==> config.mk <==
export PLATFORM = sky130hd
export DESIGN_NAME = fp8_mul_sequencer
export DESIGN_NICKNAME = d
export VERILOG_FILES = /design/src/rtl/fp8_mul_sequencer.sv
export SDC_FILE = /design/constraint.sdc
export NUM_CORES = 1
export LEC_CHECK = 0
export ABC_AREA = 0
export BUFFER_PORTS_ARGS = -buffer_cell sky130_fd_sc_hd__clkbuf_2
export CAP_MARGIN = 20
export CORE_MARGIN = 2
export CORE_UTILIZATION = 55
export CTS_BUF_LIST = sky130_fd_sc_hd__clkbuf_16
export DETAILED_ROUTE_END_ITERATION = 10
export GPL_TIMING_DRIVEN = 0
export PLACE_DENSITY = 0.83
export SYNTH_ARGS = -nofsm -noshare
export SYNTH_HDL_FRONTEND = slang
export SYNTH_SLANG_ARGS = --single-unit
export TNS_END_PERCENT = 20
==> constraint.sdc <==
create_clock -name clk -period 13.65 [get_ports clk]
set_clock_uncertainty 0.15 [all_clocks]
set_input_delay 2.73 -clock clk [delete_from_list [all_inputs] [get_ports clk]]
set_output_delay 2.73 -clock clk [all_outputs]
set_load 0.01 [all_outputs]
==> src/rtl/fp8_mul_sequencer.sv <==
// Purpose: nibble-serial front end for one fp8 (1-4-3, bias 7) multiplier, with an optional running-product chain.
// Latency: MUL follows the 4th input nibble; out_valid rises 2 cycles after it (7 cycles per op, 5 per chained step).
// Backpressure: in_ready is low while multiplying or sending; out_nib holds until out_ready accepts it.
module fp8_mul_sequencer #(
   parameter bit CHAIN_EN = 1'b1,
   parameter int COUNT_W  = 8
) (
   input  logic               clk,
   input  logic               rst,
   input  logic               in_valid,
   input  logic [3:0]         in_nib,
   output logic               in_ready,
   input  logic               chain,
   output logic               out_valid,
   output logic [3:0]         out_nib,
   output logic               out_last,
   input  logic               out_ready,
   output logic               busy,
   output logic               nan_flag,
   output logic [COUNT_W-1:0] op_count
);

   typedef enum logic [2:0] {
      LD_A_LO = 3'd0,
      LD_A_HI = 3'd1,
      LD_B_LO = 3'd2,
      LD_B_HI = 3'd3,
      MUL     = 3'd4,
      SEND_LO = 3'd5,
      SEND_HI = 3'd6
   } state_t;

   typedef struct packed {
      logic       sign;
      logic [3:0] exp;
      logic [2:0] mant;
   } fp8_t;

   localparam logic [7:0] NAN_CODE = 8'h80;

   state_t      state, state_nxt;
   logic [7:0]  op_a, op_b, result;
   logic        in_xfer, out_xfer, chain_take;

   // Multiplier datapath signals
   fp8_t              fa, fb, prod;
   logic [7:0]        mprod;
   logic signed [6:0] e_pre, e_norm, e_fin;
   logic [3:0]        sig;
   logic              guard, sticky, rnd, p_sign;
   logic [4:0]        sig_r;
   logic [2:0]        mant_fin;

   assign in_xfer    = in_valid & in_ready;
   assign out_xfer   = out_valid & out_ready;
   assign chain_take = chain & CHAIN_EN;

   // State register; reset discards any partially assembled operation
   always_ff @(posedge clk) begin
      if (rst) state <= LD_A_LO;
      else     state <= state_nxt;
   end

   // Next-state: advance one nibble per handshake, MUL always takes exactly one cycle
   always_comb begin
      state_nxt = state;
      case (state)
         LD_A_LO: if (in_xfer)  state_nxt = LD_A_HI;
         LD_A_HI: if (in_xfer)  state_nxt = LD_B_LO;
         LD_B_LO: if (in_xfer)  state_nxt = LD_B_HI;
         LD_B_HI: if (in_xfer)  state_nxt = MUL;
         MUL:                   state_nxt = SEND_LO;
         SEND_LO: if (out_xfer) state_nxt = SEND_HI;
         SEND_HI: if (out_xfer) state_nxt = chain_take ? LD_B_LO : LD_A_LO;
         default:               state_nxt = LD_A_LO;
      endcase
   end

   // Outputs decoded from state only, so in_ready and out_valid can never overlap
   always_comb begin
      in_ready  = (state == LD_A_LO) || (state == LD_A_HI) ||
                  (state == LD_B_LO) || (state == LD_B_HI);
      out_valid = (state == SEND_LO) || (state == SEND_HI);
      out_last  = (state == SEND_HI);
      out_nib   = (state == SEND_HI) ? result[7:4] : result[3:0];
      busy      = (state != LD_A_LO);
   end

   // fp8 product: 4x4 significand multiply, normalise, round-half-even, then saturate/flush
   always_comb begin
      fa     = fp8_t'(op_a);
      fb     = fp8_t'(op_b);
      p_sign = fa.sign ^ fb.sign;
      mprod  = {4'b0000, 1'b1, fa.mant} * {4'b0000, 1'b1, fb.mant};
      e_pre  = $signed({3'b000, fa.exp}) + $signed({3'b000, fb.exp}) - 7'sd7;
      if (mprod[7]) begin
         sig    = mprod[7:4];
         guard  = mprod[3];
         sticky = |mprod[2:0];
         e_norm = e_pre + 7'sd1;
      end else begin
         sig    = mprod[6:3];
         guard  = mprod[2];
         sticky = |mprod[1:0];
         e_norm = e_pre;
      end
      rnd   = guard & (sticky | sig[0]);
      sig_r = {1'b0, sig} + {4'b0000, rnd};
      // Rounding carry out of 1.111 becomes 10.000: bump exponent, mantissa wraps to zero
      if (sig_r[4]) begin
         e_fin    = e_norm + 7'sd1;
         mant_fin = 3'b000;
      end else begin
         e_fin    = e_norm;
         mant_fin = sig_r[2:0];
      end
      // A signed zero would alias the NaN code, so every zero result is +0
      if (op_a == NAN_CODE || op_b == NAN_CODE)
         prod = fp8_t'(NAN_CODE);
      else if (fa.exp == 4'h0 || fb.exp == 4'h0)
         prod = fp8_t'(8'h00);
      else if (e_fin > 7'sd15)
         prod = '{sign: p_sign, exp: 4'hF, mant: 3'h7};
      else if (e_fin < 7'sd1)
         prod = fp8_t'(8'h00);
      else
         prod = '{sign: p_sign, exp: e_fin[3:0], mant: mant_fin};
   end

   // Operand assembly, product capture, op counter and chained operand reuse
   always_ff @(posedge clk) begin
      if (rst) begin
         op_a     <= 8'h00;
         op_b     <= 8'h00;
         result   <= 8'h00;
         nan_flag <= 1'b0;
         op_count <= '0;
      end else begin
         case (state)
            LD_A_LO: if (in_xfer) op_a[3:0] <= in_nib;
            LD_A_HI: if (in_xfer) op_a[7:4] <= in_nib;
            LD_B_LO: if (in_xfer) op_b[3:0] <= in_nib;
            LD_B_HI: if (in_xfer) op_b[7:4] <= in_nib;
            MUL: begin
               result   <= prod;
               nan_flag <= (op_a == NAN_CODE) || (op_b == NAN_CODE);
               op_count <= op_count + COUNT_W'(1);
            end
            SEND_HI: if (out_xfer && chain_take) op_a <= result;
            default: ;
         endcase
      end
   end

endmodule

==> impl_metrics.py <==
metrics = {
    "status": {
        "status": "finished, final reports clean",
    },
    "worst_setup_path": {
        "critPathKind": "reg -> out",
        "setup.worst_path.start": "state[0]",
        "cp-start-kind": "flop",
        "worst-path-max-fanout": 10,
        "cp_cell_sequence": "buf_1 -> nand3b_1 -> clkbuf_1 -> clkinv_1 -> nand2_1 -> nand2_1 -> clkbuf_2",
        "crit_path_top_delay_cell": "clkinv_1",
        "rr_startpoint": "fb[2]",
        "critical_path_arrival_ps": 2360,
        "worstSetupEndpointType": "primary output",
        "cp.required_ps": 10770,
        "cpPeakStageDelay_ps": 380,
        "cpMostUsedCell": "nand2_1",
    },
    "clock_network": {
        "cts_buffers": 5,
        "h-tree-depth": 2,
        "hold_buffers": 0,
        "cts_tree": "built",
        "clkSlewWorstSetupHoldPaths_ps": 50,
        "clk_path_buf_depth": 2,
        "numClockSinks": 36,
        "root_buffer": "clkbuf_16",
        "postCtsSetupRepairBufs": 0,
        "cts_resized": 0,
        "insertion_delay_ps": 280,
    },
    "logic_synthesis": {
        "ys_async_sr_fraction": 0,
        "ys_seq_elements": 36,
        "ys_seq_area_frac": 0.258,
        "synth_fp_nets": 369,
        "syn_avg_cell_area_sq_um": 8.42,
        "yosysUniqueCellTypes": 69,
        "netlist_instances": 332,
        "synth_flop_cell": "dfxtp_1",
        "yosysWarnings": 0,
        "synth-edff-count": 0,
        "synth_area_sq_mm": 0.00280,
    },
    "route": {
        "drc_errors": 0,
        "routed.top_layer": "met4",
        "ant_nets": 0,
        "via_count": 2480,
        "first_pass_iters": 4,
        "via_per_inst": 5.75,
        "routed-wl-met3_um": 169,
        "met2RoutedLength_um": 3080,
        "wire_per_inst_um": 14.3,
        "first_iter_violations": 195,
        "drt-met1-wl_um": 2850,
        "routed_wl_um": 6160,
    },
    "worst_hold_path": {
        "hp-class": "reg -> reg",
        "hold_start": "result[5]",
    },
    "timing": {
        "period_share": 0.384,
        "slew_violations": 0,
        "hold_viol_final": 0,
        "setup_viol": 0,
        "maxSlewHeadroom": 0.361,
        "tightest_slew_ps": 955,
        "min_period_ps": 5240,
        "fmax_mhz": 191,
        "rsz0062_at_grt": "false",
        "setup_tns_ps": 0,
    },
    "die": {
        "dieArea_sq_mm": 0.00567,
        "core_sq_mm": 0.00482,
        "io_pins": 26,
        "die_x_um": 75.3,
        "rows": 25,
        "die_h_um": 75.3,
        "start_util": 0.580,
    },
    "final_layout": {
        "final_cells": 431,
        "seq_area_sq_um": 721,
        "num-nets-final": 400,
        "area_growth_pct": 12.2,
        "final_layout_size_suffix_gt1_frac": 0.140,
        "fill_cells": 414,
        "multi_input_area_sq_mm": 0.00196,
        "diodes": 0,
    },
    "grt": {
        "grt_pass1_vias": 2184,
        "antenna_found_initial": 0,
        "grt-ovfl-total": 0,
        "grt_pass1_wl_um": 9910,
        "grt_max_degree": 11,
        "grt_use_total": 0.226,
    },
    "power": {
        "irDropWorstVdd_mv": 0.0729,
        "p_per_area_mw_per_mm2": 88.3,
        "leakage_nw": 1.40,
    },
    "job": {
        "maxCapViolCount": 0,
    },
    "placement": {
        "hpwl_um": 4860,
        "dpl.cell_count": 423,
        "gp_congestion": 0.841,
        "io_buffer_count": 24,
    },
}
[where the power goes]
part | internal, mW | switching, mW
combinational | 0.0250 | 0.0342
clock | 0.0655 | 0.0395
sequential | 0.109 | 0.00382
total | 0.199 | 0.0776
[critical path, delay by kind of cell (launching register included)]
family,cells,cell delay [ps]
buf+inv,4,1240
simple gates,3,490
flops,1,350
[metal layers]
layer | track usage | up-vias
met1 | 0.306 | 1181
met3 | 0.0397 | 7
met2 | 0.383 | 37
li1 | - | 1255
met4 | 0.0409 | 0
met5 | 0 | -
[cells by family after synthesis]
logic type | share of synthesized area
buffers and inverters | 0.0421
AND/OR/NAND/NOR | 0.226
adder cells (fa/ha/maj) | 0.141
XOR/XNOR | 0.0801
AO/OA/AOI/OAI | 0.213
flip-flops | 0.258
multiplexers | 0.0403
[Yosys cell counts (4+ instances only)]
| cell type | number | area share |
|---|---|---|
| ha_1 | 22 | 0.098 |
| inv_1 | 18 | 0.024 |
| nor3_1 | 5 | 0.0090 |
| mux2i_1 | 9 | 0.032 |
| xor2_1 | 9 | 0.028 |
| a21oi_1 | 18 | 0.032 |
| and2_1 | 6 | 0.013 |
| o21ai_0 | 7 | 0.013 |
| o21ai_1 | 10 | 0.018 |
| nand3_1 | 6 | 0.011 |
| nand2_1 | 40 | 0.054 |
| a211oi_1 | 4 | 0.011 |
| dfxtp_1 | 36 | 0.26 |
| a311oi_1 | 5 | 0.016 |
| xnor2_1 | 12 | 0.038 |
| fa_1 | 6 | 0.043 |
| nor2_1 | 43 | 0.058 |
| clkbuf_1 | 5 | 0.0067 |
[final timing paths]
check,endpoint,slack (ps),cells after the start
worst max-delay path,out_nib[2],8410,7
worst min-delay path,result[5],300,2
worst min register to register,result[5],300,2
worst max register to register,result[7],8590,17
[placed cells by master (no fill, tap or decap), drive strengths merged, types with 4 or more instances in the layout]
master / n
xnor2: 13
a31oi: 4
nand2: 40
inv: 21
a311oi: 5
buf: 4
fa: 6
xor2: 9
and3: 4
mux2i: 9
and2: 6
nor2: 43
nand3: 6
clkbuf: 34
ha: 22
a21oi: 18
o21ai: 17
a211oi: 5
nor3: 7
a21o: 4
dfxtp: 36
[stage by stage]
stage | instance area, sq um | total power [mW] | util | hold slack (ps) | setup WS, ps
2_1_floorplan | 2800 | 0.160 | - | 277 | 9160
3_3_place_gp | 3000 | 0.171 | 0.623 | 289 | 8750
3_5_place_dp | 3000 | 0.173 | 0.623 | 293 | 8590
4_1_cts | 3140 | 0.277 | 0.651 | 300 | 8430
5_1_grt | 3140 | 0.290 | 0.651 | 321 | 8200
6_report | 3140 | 0.277 | 0.651 | 299 | 8410
[cell type report]
class	count	share of cell area
multi-input cells	267	0.624
plain buffers	9	0.0136
well taps	67	0.0267
flip-flops and latches	36	0.230
clock buffers	5	0.0399
inverters	20	0.0239
repair buffers	24	0.0383
clock inverters	3	0.00359
[state kept, by name (all words and copies together) (netlist names)]
name,cells
result,8
state,3
fa,8
nan_flag,1
op_count,8
fb,8
(Power assumes the default switching activity.)
